<file path="src/rtl/lfsr_prog_sequencer.sv">
// lfsr_prog_sequencer: fetch/decode/execute controller for an 8-bit Galois LFSR and its pattern memory
module lfsr_prog_sequencer #(
    parameter int IMEM_AW = 8,
    parameter int DMEM_AW = 8
) (
    input  logic               clk,
    input  logic               rst_n,
    input  logic               start,
    output logic [IMEM_AW-1:0] a,
    input  logic [13:0]        rd,
    output logic               mem_we,
    output logic               mem_re,
    output logic [DMEM_AW-1:0] r_addr,
    output logic [7:0]         mem_wdata,
    input  logic [7:0]         mem_rdata,
    output logic [0:7]         Q,
    output logic [6:0]         tap,
    output logic [3:0]         hd,
    output logic               busy,
    output logic               halted,
    output logic               illegal
);
    localparam logic [5:0] OP_CFG   = 6'b000001;
    localparam logic [5:0] OP_INIT  = 6'b000010;
    localparam logic [5:0] OP_RUN   = 6'b000011;
    localparam logic [5:0] OP_BATCH = 6'b001011;
    localparam logic [5:0] OP_STORE = 6'b000100;
    localparam logic [5:0] OP_LOAD  = 6'b000101;
    localparam logic [5:0] OP_IADDR = 6'b000110;
    localparam logic [5:0] OP_AADDR = 6'b000111;
    localparam logic [5:0] OP_SHD   = 6'b001001;
    localparam logic [5:0] OP_HALT  = 6'b111111;

    typedef enum logic [2:0] {S_IDLE, S_FETCH, S_EXEC, S_RUN, S_LWAIT, S_HALT} state_t;

    state_t             state_q, state_d;
    logic [IMEM_AW-1:0] pc_q, pc_d;
    logic [13:0]        ir_q, ir_d;
    logic [0:7]         q_q, q_d;
    logic [6:0]         tap_q, tap_d;
    logic [DMEM_AW-1:0] addr_q, addr_d;
    logic [3:0]         hd_q, hd_d;
    logic [7:0]         cnt_q, cnt_d;
    logic [4:0]         runs_q, runs_d;
    logic               ill_q, ill_d;
    logic               we, re;
    logic [0:7]         n;
    logic [5:0]         op;
    logic [7:0]         imm;

    assign op  = ir_q[13:8];
    assign imm = ir_q[7:0];

    // Galois step: Q[7] re-enters at Q[0] and is folded into the tapped stages
    always_comb begin
        n[0] = q_q[7];
        for (int k = 1; k < 8; k++) n[k] = q_q[k-1] ^ (tap_q[7-k] & q_q[7]);
    end

    // next-state, datapath updates and memory strobes
    always_comb begin
        state_d   = state_q;
        pc_d      = pc_q;
        ir_d      = ir_q;
        q_d       = q_q;
        tap_d     = tap_q;
        addr_d    = addr_q;
        hd_d      = hd_q;
        cnt_d     = cnt_q;
        runs_d    = runs_q;
        ill_d     = ill_q;
        we        = 1'b0;
        re        = 1'b0;
        mem_wdata = q_q;
        case (state_q)
            S_IDLE, S_HALT: begin
                if (start) begin
                    state_d = S_FETCH;
                    pc_d    = '0;
                    ill_d   = 1'b0;
                end
            end
            S_FETCH: begin
                ir_d    = rd;
                state_d = S_EXEC;
            end
            S_EXEC: begin
                state_d = S_FETCH;
                pc_d    = pc_q + 1'b1;
                case (op)
                    OP_CFG: begin
                        if (imm[7]) ill_d = 1'b1;
                        else tap_d = imm[6:0];
                    end
                    OP_INIT:  q_d = imm;
                    OP_RUN, OP_BATCH: begin
                        if (op == OP_RUN) runs_d = (runs_q == 5'd31) ? runs_q : runs_q + 1'b1;
                        if (imm != 8'd0) begin
                            state_d = S_RUN;
                            cnt_d   = imm;
                            pc_d    = pc_q;
                        end
                    end
                    OP_STORE: we = 1'b1;
                    OP_LOAD: begin
                        re      = 1'b1;
                        state_d = S_LWAIT;
                        pc_d    = pc_q;
                    end
                    OP_IADDR: addr_d = DMEM_AW'(imm);
                    OP_AADDR: addr_d = addr_q + DMEM_AW'(imm);
                    OP_SHD: begin
                        we        = 1'b1;
                        mem_wdata = {4'b0, hd_q};
                    end
                    OP_HALT: begin
                        state_d = S_HALT;
                        pc_d    = pc_q;
                    end
                    default: ill_d = 1'b1;
                endcase
            end
            S_RUN: begin
                q_d   = n;
                hd_d  = 4'($countones(q_q ^ n));
                cnt_d = cnt_q - 1'b1;
                if (op == OP_BATCH) begin
                    we        = 1'b1;
                    mem_wdata = n;
                    addr_d    = addr_q + 1'b1;
                end
                if (cnt_q == 8'd1) begin
                    state_d = S_FETCH;
                    pc_d    = pc_q + 1'b1;
                end
            end
            S_LWAIT: begin
                q_d     = mem_rdata;
                pc_d    = pc_q + 1'b1;
                state_d = S_FETCH;
            end
            default: state_d = S_IDLE;
        endcase
    end

    // architectural registers with synchronous active-low reset
    always_ff @(posedge clk) begin
        if (!rst_n) begin
            state_q <= S_IDLE;
            pc_q    <= '0;
            ir_q    <= '0;
            q_q     <= '0;
            tap_q   <= '0;
            addr_q  <= '0;
            hd_q    <= '0;
            cnt_q   <= '0;
            runs_q  <= '0;
            ill_q   <= 1'b0;
        end else begin
            state_q <= state_d;
            pc_q    <= pc_d;
            ir_q    <= ir_d;
            q_q     <= q_d;
            tap_q   <= tap_d;
            addr_q  <= addr_d;
            hd_q    <= hd_d;
            cnt_q   <= cnt_d;
            runs_q  <= runs_d;
            ill_q   <= ill_d;
        end
    end

    // strobes are suppressed while reset is held so an in-flight write is dropped
    assign mem_we  = rst_n & we;
    assign mem_re  = rst_n & re;
    assign a       = pc_q;
    assign r_addr  = addr_q;
    assign Q       = q_q;
    assign tap     = tap_q;
    assign hd      = hd_q;
    assign illegal = ill_q;
    assign busy    = (state_q == S_FETCH) || (state_q == S_EXEC) || (state_q == S_RUN) || (state_q == S_LWAIT);
    assign halted  = (state_q == S_HALT);
endmodule
</file>
<file path="config.mk">
export PLATFORM = sky130hd
export DESIGN_NAME = lfsr_prog_sequencer
export DESIGN_NICKNAME = d
export VERILOG_FILES = /design/src/rtl/lfsr_prog_sequencer.sv
export SDC_FILE = /design/constraint.sdc
export NUM_CORES = 1
export LEC_CHECK = 0
export ABC_AREA = 1
export CAP_MARGIN = 20
export CORE_UTILIZATION = 49
export DETAILED_ROUTE_END_ITERATION = 8
export GPL_TIMING_DRIVEN = 1
export PLACE_DENSITY_LB_ADDON = 0.3
export SLEW_MARGIN = 10
export SYNTH_ARGS = -nofsm -noshare
export SYNTH_HDL_FRONTEND = slang
export SYNTH_SLANG_ARGS = --single-unit
</file>
<file path="constraint.sdc">
create_clock -name clk -period 3.5 [get_ports clk]
set_input_delay 0.35 -clock clk [delete_from_list [all_inputs] [get_ports clk]]
set_output_delay 0.35 -clock clk [all_outputs]
set_load 0.02 [all_outputs]
</file>
Word-level counts from Yosys, hierarchy flattened

Cells that the tools add are included.

Bits in registers: 61
Input bits: 25
Output and inout bits: 48
Word-level logic and storage cells: 116

$add $sub $neg: 11
Equality and inequality tests: 27
Muxes and demuxes: 30
Bitwise gates (word level): 18
Reduce and logical (&&, ||, !) cells: 21

Operators by type and width:

| cell                  | count |
|---|---|
| $pmux W8 S2           | 5 |
| $mux W8               | 9 |
| $pmux W8 S4           | 1 |
| $eq A6 B3 Y1 const B  | 4 |
| $pmux W8 S3           | 1 |
| $add A8 B1 Y8 const B | 2 |
| $pmux W3 S5           | 1 |
| $eq A6 B2 Y1 const B  | 2 |
| $eq A6 B4 Y1 const B  | 2 |
| $ne A2 B2 Y1 const B  | 6 |
| $and A1 B1 Y1         | 9 |
| $pmux W3 S3           | 1 |
| $reduce_and A3 Y1     | 3 |
| $reduce_or A9 Y1      | 1 |
| $add A1 B1 Y2         | 4 |
| $add A8 B8 Y8         | 1 |
| $eq A8 B1 Y1 const B  | 1 |
| $reduce_bool A8 Y1    | 1 |
| $reduce_or A2 Y1      | 4 |
| $sub A8 B1 Y8 const B | 1 |
| $xor A8 B8 Y8         | 1 |
| $xor A1 B1 Y1         | 7 |
| $add A2 B2 Y3         | 2 |
| $eq A3 B2 Y1 const B  | 2 |
| 21 further kinds      | 36 |

Depth between registers and ports, before layout

Depth in word-level cells: 6
Depth in mapped cells: 16
Depth with buffers taken out: 14

Worst setup path after synthesis

No wires, ideal clock.

Path kind: register -> register
Start point: register q_q, in the netlist Q[7]
End point: register hd_q[2] (netlist: hd[2])
Library setup time: 0.128 ns
Arrival: 3.649 ns
Required time: 3.372 ns
Path slack: -0.277 ns
Stages on the path, launching flop included: 16
Path buffers: 2
Period minus slack after synthesis: 3.777 ns
Cell sequence: dfxtp_1 > clkbuf_1 > buf_2 > nand3_1 > nand2_1 > xor2_1 > fa_1 > fa_1 > fa_1 > inv_1 > ha_1 > inv_1 > fa_1 > xnor2_1 > o21ai_0 > a21oi_1

Word-level cells in the longest chain between the ends: 6
Elaborated cells between the ends (all ways): 22
Those cells by class: add/sub (7); bitwise (15)

RTL lines:

| what                                  | RTL line | text |
|---|---|---|
| start, declared                       | 39       | `logic [0:7] q_q, q_d;` |
| start signal, assigned                | 163      | `q_q <= q_d;` |
| $and A1 B1 Y1                         | 57       | `for (int k = 1; k < 8; k++) n[k] = q_q[k-1] ^ (tap_q[7-k] & q_q[7]);` |
| $xor A1 B1 Y1                         | 57       |  |
| $xor A8 B8 Y8 *                       | 125      | `hd_d = 4'($countones(q_q ^ n));` |
| $add A1 B1 Y2 (implied by the code)   | 125      |  |
| $add A2 B2 Y3 (implied by the code)   | 125      |  |
| $add A3 B3 Y4 (implied by the code) * | 125      |  |
| end signal, assigned                  | 155      | `hd_q <= '0;` |
| end signal, assigned                  | 166      | `hd_q <= hd_d;` |
| end, declared                         | 42       | `logic [3:0] hd_q, hd_d;` |

Mark *: on every way between the ends. The rest lies on a longest branch, timed or not.
A chain may end at the register's enable or synchronous reset.

Worst setup path after layout

Same ends and word-level chain as after synthesis.

==> results_dict.tcl <==
set metrics [dict create \
    status "completed" \
    peakVddDrop_v 0.0004084 \
    grt_pass1_vias 4159 \
    path_class "reg2reg" \
    leakagePower_nw 2.181 \
    grt_max_degree 46 \
    cts_max_path_buffers 2 \
    cap_violations 0 \
    yosysWarnings 0 \
    r2r-start "Q[7]$_SDFFE_PN0P_" \
    die_h_um 94.24 \
    fillers 761 \
    min_path_type "reg2reg" \
    rows 33 \
    reg2reg_slack_ns 0.12 \
    seq_area_frac_synth_pct 29.29 \
    die_width_um 94.24 \
    start_kind "flop" \
    synth_nets 674 \
    place.gp.congestion 0.9417 \
    synth_top_area_cell "dfxtp_1" \
    maxSlewViolCount 0 \
    post-route-period-util_pct 96.66 \
    clock_skew_ns 0.004084 \
    clk_pin_slew_ns 0.07 \
    cts_root_buf "clkbuf_8" \
    synthTopCellsByArea "dfxtp_1 (29%), nand2_1 (12%), o21ai_0 (7.1%), inv_1 (6.7%), a21oi_1 (6.5%)" \
    drt-wirelength-per-cell_um 15.30 \
    synth_top_area_share_pct 29.29 \
    vias_per_cell 5.641 \
    clock_latency_ns 0.35 \
    hold_depth 2 \
    setup_tns_ns 0 \
    drt-total-wl_um 12400 \
    holdBufCountCts 0 \
    worst_hold_slack_ns 0.5130 \
    fin_crit_ns 3.383 \
    fmax_ghz 0.2956 \
    ant_nets 0 \
    area_delta_synth_final_pct 24.73 \
    dp_hpwl_um 8805 \
    grt_overflow 0 \
    required_ns 3.72 \
    cp-end-kind "flop" \
    clock_sinks 61 \
    crit_slowest_cell "fa_1" \
    synth_common_cells "nand2_1 (128), inv_1 (74), nor2_1 (70)" \
    diodes 0 \
    design_area_um2 5200 \
    yosysUniqueCellTypes 38 \
    final_nets 744 \
    die_area_um2 8881 \
    syn_area_per_cell_um2 6.617 \
    worst_pin_slew_ns 0.7874 \
    path_buf_inv 3 \
    grt_first_pass_wirelength_um 19500 \
    timing.critical_path.from "Q[7]$_SDFFE_PN0P_" \
    final_layout_size_suffix_gt1_share_pct 7.943 \
    async_flop_share_pct 0 \
    antenna_found_initial 0 \
    yosysMostFrequentCell "nand2_1" \
    worst-path-max-fanout 6 \
    crit_top_cell "fa_1" \
    first_pass_iters 5 \
    synthFlopType "dfxtp_1" \
    coreArea_um2 8217 \
    place_ws_ns 0.02636 \
    synth_area_um2 4169 \
    hp-start "hd[2]$_SDFFE_PN0P_" \
    htree_levels 3 \
    cts_tree "yes" \
    drt_iter0_markers 356 \
    crit_path_max_incr_delay_ns 0.54 \
    cts_inserted_buffers 9 \
    grt.total_usage_pct 28.38 \
    utilization_pct 63.29 \
    min_delay_worst_endpoint "hd[2]$_SDFFE_PN0P_" \
    start_util_pct 50.74 \
    via_count 4569 \
    crit_chain "buf_6, nand3_1, nand2_1, xor2_1, fa_1, fa_1, fa_1, inv_1, ha_2, inv_1, fa_2, xnor2_1, o21ai_1, a21oi_1" \
    fin_cells 810 \
    synthCells 630 \
    ys_ff_latch 61 \
    final-setup-viol-count 0 \
    ios 73 \
    placed_area_um2 4930 \
    synth_edf_count 0 \
    portBuffers 72 \
    cpLargestDelayFamily "adder cells" \
    total_power_mw 3.019 \
    arrival_ns 3.61 \
    cellPowerDensity_nw_per_um2 580.6 \
    fin_ws_ns 0.1169 \
    r2r_cells 14 \
    rr_endpoint "hd[2]$_SDFFE_PN0P_" \
    post-route-drc-count 0 \
    dpl.cell_count 790 \
    finalHoldViolations 0 \
    timing.slew.headroom_pct 47.38 \
]
[cell usage in the layout (no fill, tap or decap), types with 2 or more instances in the layout]
| cell type | count |
|---|---|
| nor2_4 | 6 |
| o21ai_0 | 57 |
| a21oi_1 | 54 |
| a31oi_1 | 5 |
| buf_4 | 7 |
| nand2_2 | 4 |
| o21ai_1 | 5 |
| inv_2 | 4 |
| o22ai_1 | 5 |
| nand3_1 | 53 |
| fa_1 | 4 |
| clkinv_2 | 3 |
| o211ai_1 | 4 |
| xnor2_1 | 4 |
| nand2_1 | 128 |
| nand2_4 | 3 |
| bufinv_16 | 2 |
| clkbuf_8 | 9 |
| clkdlybuf4s50_1 | 72 |
| nor3_1 | 5 |
| dfxtp_1 | 57 |
| xor2_1 | 12 |
| inv_1 | 74 |
| ha_1 | 13 |
| o221ai_1 | 8 |
| nor2_1 | 70 |
| nand4_1 | 13 |
| inv_4 | 2 |
| nand3b_1 | 3 |
| dfxtp_2 | 3 |
[worst reg2reg max path: stages, from the launching register on]
cell and delay, ns:
dfxtp_4 0.40, buf_6 0.13, nand3_1 0.09, nand2_1 0.08, xor2_1 0.19, fa_1 0.49, fa_1 0.54, fa_1 0.42
inv_1 0.07, ha_2 0.17, inv_1 0.05, fa_2 0.33, xnor2_1 0.13, o21ai_1 0.12, a21oi_1 0.05
[worst max path at each step]
stage                         end  cells past startpoint
5_1_grt        hd[2]$_SDFFE_PN0P_                     14
6_report       hd[2]$_SDFFE_PN0P_                     14
3_3_place_gp   hd[2]$_SDFFE_PN0P_                     13
4_1_cts        hd[2]$_SDFFE_PN0P_                     13
3_5_place_dp   hd[2]$_SDFFE_PN0P_                     13
2_1_floorplan  hd[2]$_SDFFE_PN0P_                     16
[layer usage]
layer  up-vias  global-route usage (%)  share of wire [%]
li1       2238                       -                  -
met1      2121                   35.82                 43
met2       181                   46.98                 47
met3        29                   5.016                7.1
met4         0                   12.31                2.4
met5         -                       0                  0
[sequential cells by signal, indices dropped and copies added, names as in the netlist]
name	cells
tap	7
cnt_q	8
state_q	3
ir_q	14
r_addr	8
illegal	1
Q	8
hd	4
a	8
[cells by family after synthesis]
family,share of synthesized area [%]
buffers and inverters,10.17
AND/OR/NAND/NOR,30.97
AO/OA/AOI/OAI,19.18
adder cells (fa/ha/maj),6.603
flip-flops,29.29
XOR/XNOR,3.781
[area by class of cell]
cell class / count / area (um2) / share of cell area [%]
well taps: 105 / 131.4 / 2.526
repair buffers: 80 / 784.5 / 15.09
multi-input cells: 469 / 2544 / 48.92
clock buffers: 9 / 123.9 / 2.382
inverters: 79 / 299.0 / 5.751
flip-flops and latches: 61 / 1229 / 23.63
clock inverters: 7 / 88.84 / 1.708
[power breakdown]
group	internal, mW	switching (mW)	total [mW]
sequential	0.802	0.140	0.942
clock	0.397	0.308	0.705
combinational	0.532	0.840	1.37
total	1.73	1.29	3.02
[repair_timing]
item	CTS	global route
resized for setup	0	12
setup endpoints to repair	0	1
buffers inserted	0	4
endpoints found under the hold margin	0	0
Note: power is estimated with default switching activity, not from simulation.
==> RTL change 1: new RTL, config.mk and constraints unchanged <==
Take the reset off `ir_q` and load it in a clocked block of its own.
--- a/src/rtl/lfsr_prog_sequencer.sv
+++ b/src/rtl/lfsr_prog_sequencer.sv
@@ -148,7 +148,6 @@
         if (!rst_n) begin
             state_q <= S_IDLE;
             pc_q    <= '0;
-            ir_q    <= '0;
             q_q     <= '0;
             tap_q   <= '0;
             addr_q  <= '0;
@@ -159,7 +158,6 @@
         end else begin
             state_q <= state_d;
             pc_q    <= pc_d;
-            ir_q    <= ir_d;
             q_q     <= q_d;
             tap_q   <= tap_d;
             addr_q  <= addr_d;
@@ -168,6 +166,10 @@
             runs_q  <= runs_d;
             ill_q   <= ill_d;
         end
+    end
+
+    always_ff @(posedge clk) begin
+        ir_q <= ir_d;
     end
 
     // strobes are suppressed while reset is held so an in-flight write is dropped
Formal check against the unedited RTL: same outputs for any inputs over 4 cycles, from zero or initial values and one cycle with rst_n low; that may be too few to reach the edited logic, so the function may still have changed.
==> RTL change 1 against the original RTL <==
Final area is 0.75% lower; area after synthesis fell by 2.2%; power grew 28%; global-route usage decreased by 0.44 points; setup slack improved by 0.012 ns; combinational power increased by 57%; sequential cell count is the same; wire length down 7.4%; cell count fell by 5.1%; core utilization is 2.1 points higher.
==> RTL change 1: results (changes against the original RTL) <==
status=complete, no violations (unchanged); Leak Pwr=2.19 nW (was 2.18 nW); number of global-route vias before repair=3954 (was 4159); dpl ws=0.0145 ns (was 0.0264 ns); hold path cells=2 (unchanged); reg2reg path depth=12 (was 14); post-synthesis sequential area ratio=0.334 (was 0.293); Post-synth EDFFs=14 (was 0); initial antenna violation count=0 (unchanged); Post-Syn Area per Cell=7.00 um^2 (was 6.62 um^2); multiplexer area fraction after synthesis=0 (unchanged); Routed WL=11500 um (was 12400 um); complex-gate fraction of the synthesized area=0.177 (was 0.192); Post-Synth XOR/XNOR Area=0.0451 (was 0.0378); Final Slew Violations=0 (unchanged); post-synthesis adder-cell area fraction=0.0675 (was 0.0660); first-pass GRT wire length=18900 um (was 19500 um); Area contributors post-synth=dfxtp_1 23%, nand2_1 12%, edfxtp_1 10% (was dfxtp_1 29%, nand2_1 12%, o21ai_0 7.1%); drt first-iter violations=276 (was 356); Clock Latency Late Sink=~0.34 ns; HPWL after DPL=8390 um (was 8810 um); worst rel slew slack=0.579 (was 0.474); syn_nets=627 (was 674); max incr delay on CP=0.56 ns (was 0.54 ns); R2R Setup Slk=0.13 ns; All-Layer GR Usage=0.279 (was 0.284); vias per inst=5.57 (was 5.64); Yosys cell types=40 (was 38); clk_skew=0.0117 ns (was 0.00408 ns); clock buffer depth=2 (unchanged); hold path startpoint=illegal (was hd[2]); Hold Path End=illegal (was hd[2]); placed cell count=751 (was 790); Nets=706 (was 744); pin count of the biggest net entering global routing=34 (was 46); synth cell count leaders=131 x nand2_1, 70 x inv_1, 53 x nor2_1 (was 128 x nand2_1, 74 x inv_1, 70 x nor2_1); Synth Warn #=0 (unchanged); Peak VDD IR=0.000483 V (was 0.000408 V); clock-pin transition on the worst setup and hold timing paths=0.07 ns (about the same); share of layout cells above drive strength 1=0.0915 (was 0.0794); CP arrival=3.62 ns (was 3.61 ns); Psw=0.00174 W (was 0.00129 W); gpl congestion=0.915 (was 0.942); WL/cell=14.9 um (was 15.3 um); worst hold path class=reg -> reg (unchanged); Fillers=662 (was 761); # H-tree levels=3 (unchanged)
RTL change 1: cell count changes after synthesis, sizes merged, moves of 4 or more:
cell    delta
edfxtp    +14
buf        -7
nand2      +5
nand4      -9
nor2      -17
a21oi      -5
o21ai     -10
nand3      -6
xor2       +4
o211ai     +6
dfxtp     -14
RTL change 1: per-stage QoR:
step                      hold slack (ns)  instance area, um^2
after floorplan                     0.449                 4090
after detailed placement            0.451                 4920
after global routing                0.497                 5160
final                               0.453                 5160
after global placement              0.440                 4920
after CTS                           0.461                 5120
RTL change 1: final cells by class:
cell class	count	area, um^2	area share
clock inverter	6	77.6	0.0150
timing repair buffer	82	800	0.155
inverter	78	295	0.0572
tap	102	128	0.0247
sequential	61	1370	0.265
clock buffer	10	128	0.0247
multi-input combinational	430	2370	0.458
RTL change 1: critical path, delay by kind of cell, from the launching register on:
family	cells	cell delay, ns
AOI/OAI and AO/OA	1	0.23
xor gates and xnor gates	3	0.48
adders and majority gates	5	1.98
buffers and inverters	2	0.12
DFF	1	0.39
and+or+nand+nor	1	0.07
RTL change 1: logic make-up after synthesis:
logic type	count (synthesis)
XOR/XNOR	21
buffers and inverters	92
AND/OR/NAND/NOR	262
flip-flops	61
AO/OA/AOI/OAI	128
adder cells (fa/ha/maj)	19
RTL change 1: per-layer routing:
layer / wire length (um) / global-route usage / part of all wire
met5: 0 / 0 / 0
met3: 1020 / 0.0382 / 0.089
met1: 5110 / 0.397 / 0.45
met4: 305 / 0.121 / 0.027
met2: 5040 / 0.422 / 0.44
RTL change 1: power by group through the flow:
stage          Clock (W)  Sequential (W)  Combinational (W)
2_1_floorplan          0         0.00109            0.00134
3_3_place_gp           0         0.00104            0.00198
3_5_place_dp           0         0.00105            0.00207
4_1_cts         0.000686         0.00104            0.00208
5_1_grt         0.000718         0.00105            0.00241
6_report        0.000678         0.00104            0.00215
RTL change 1: how the worst max path moves through the flow:
stage                     cells past startpoint            to  slack (ns)
after floorplan                              14         hd[2]       0.004
after global placement                       12         hd[2]        0.11
after detailed placement                     12         hd[2]        0.01
after CTS                                    12         hd[2]        0.03
after global routing                          7  mem_wdata[3]       0.008
final                                        12         hd[2]        0.13
RTL change 1: repair_timing:
action / CTS / global route
pin swaps: 0 / 4
setup buffers: 0 / 2
endpoints found under the setup margin: 1 / 1
resized for setup: 1 / 10
==> RTL change 2: new RTL, same flow settings <==
Without the edit above. Set the parameter `IMEM_AW` to 6 (it was 8).
--- a/src/rtl/lfsr_prog_sequencer.sv
+++ b/src/rtl/lfsr_prog_sequencer.sv
@@ -1,6 +1,6 @@
 // lfsr_prog_sequencer: fetch/decode/execute controller for an 8-bit Galois LFSR and its pattern memory
 module lfsr_prog_sequencer #(
-    parameter int IMEM_AW = 8,
+    parameter int IMEM_AW = 6,
     parameter int DMEM_AW = 8
 ) (
     input  logic               clk,
Ports: changed (resized a); port bits go from 73 to 71. The function was not compared with the original's and may differ.
==> RTL change 2 against the original RTL <==
Core utilization rose by 1.6 points; wire length fell by 4.4%; count of clock-buffer cells in the layout rose by 4; clock skew rose by 0.0071 ns; non-clock buffer count rose by 6; worst hold slack got worse by 0.064 ns; power fell by 2.4%; setup slack improved by 0.0073 ns; area after synthesis fell by 2.9%; final area fell by 2.1%; critical path depth did not move; sequential power fell by 2.7%; sequential cell count fell by 2; critical endpoint unchanged.
==> RTL change 2: results (changes against the original RTL) <==
Crit. Startpoint=Q[7] (unchanged); post-route insts no fill=789 (was 810); gpl congestion=0.893 (was 0.942); share of layout cells above drive strength 1=0.0917 (was 0.0794); R2R Setup Slk=0.12 ns; CTS Buf Count=9 (unchanged); n_diodes=0 (unchanged); Biggest register=ir_q (unchanged); Area contributors post-synth=dfxtp_1 29%, nand2_1 11%, o21ai_0 8.7% (was dfxtp_1 29%, nand2_1 12%, o21ai_0 7.1%); CP arrival=3.64 ns (was 3.61 ns); # H-tree levels=3 (unchanged); pin count of the biggest net entering global routing=51 (was 46); All-Layer GR Usage=0.287 (was 0.284); Root Buffer=clkbuf_8 (unchanged); Post-Syn Area per Cell=6.67 um^2 (was 6.62 um^2); Synth async-reset ratio=0 (unchanged); HPWL after DPL=8680 um (was 8810 um); RR Endpoint=hd[2] (unchanged); setup TNS=0 ns (unchanged); initial antenna violation count=0 (unchanged); status=complete, no violations (unchanged); crit-path max FO=7 (was 6); max FFs per register=14 (unchanged); placed cell count=769 (was 790); clock-pin transition on the worst setup and hold timing paths=0.07 ns (about the same); I/O Buffers=70 (was 72); Clock Latency Late Sink=0.35 ns (about the same); worst rel slew slack=0.577 (was 0.474); number of global-route vias before repair=4080 (was 4159); crit path kind=reg -> reg (unchanged); first-pass GRT wire length=19400 um (was 19500 um); syn_nets=651 (was 674); vias per inst=5.56 (was 5.64); worst hold path class=reg -> reg (unchanged); synth cell count leaders=119 x nand2_1, 72 x inv_1, 70 x o21ai_0 (was 128 x nand2_1, 74 x inv_1, 70 x nor2_1); drt first-iter violations=261 (was 356); Hold Path End=illegal (was hd[2]); hold path startpoint=illegal (was hd[2]); WL/cell=15.0 um (was 15.3 um); Leak Pwr=2.19 nW (was 2.18 nW); post-synthesis sequential area ratio=0.292 (was 0.293); Nets=727 (was 744); Initial DRT Pass Iterations=6 (was 5); clk_skew=0.0112 ns (was 0.00408 ns); Yosys cell types=43 (was 38); Peak VDD IR=0.000294 V (was 0.000408 V); Cell Area, Placed=4840 um^2 (was 4930 um^2)
-- RTL change 2: power breakdown --
group	switching (W)	internal [W]
combinational	0.000879	0.000566
sequential	0.000132	0.000784
clock	0.000277	0.000309
-- RTL change 2: critical path: stages, from the launching register on --
cell	delay, ns
dfxtp_4	0.37
buf_6	0.12
nand2_1	0.06
nand2_1	0.06
nand2_2	0.09
xor2_2	0.16
fa_1	0.46
fa_1	0.57
fa_1	0.42
inv_1	0.08
ha_2	0.18
inv_1	0.05
fa_2	0.33
xor2_1	0.15
a211oi_1	0.21
-- RTL change 2: stage by stage --
step	hold slack [ns]	worst slack [ns]
after floorplan	0.466	0.0389
after global placement	0.443	0.0843
after detailed placement	0.445	-0.0434
after CTS	0.455	0.0276
after global routing	0.477	0.0116
final	0.449	0.124
-- RTL change 2: cell families after synthesis --
family	Yosys count	synth area share
adder cells (fa/ha/maj)	19	0.0680
XOR/XNOR	17	0.0368
buffers and inverters	99	0.105
AO/OA/AOI/OAI	165	0.224
flip-flops	59	0.292
AND/OR/NAND/NOR	248	0.275
-- RTL change 2: area by class of cell --
cell class / instances / area [um^2]
tap: 102 / 128
multi-input combinational: 449 / 2470
clock buffer: 13 / 169
fill: 741 / 2760
clock inverter: 2 / 10.0
sequential: 59 / 1180
inverter: 78 / 300
timing repair buffer: 86 / 825
-- RTL change 2: metal layers --
layer | routed length, um | GRT usage | up-vias
met4 | 265 | 0.105 | 0
met3 | 817 | 0.0460 | 25
li1 | - | - | 2166
met1 | 5150 | 0.375 | 2031
met5 | 0 | 0 | -
met2 | 5620 | 0.474 | 163
-- RTL change 2: what timing repair did --
item	4_1_cts	5_1_grt
cloned	0	0
endpoints found under the hold margin	0	0
setup buffers	0	5
pin swaps	2	5
gates resized for setup	1	9
setup endpoints to repair	1	2
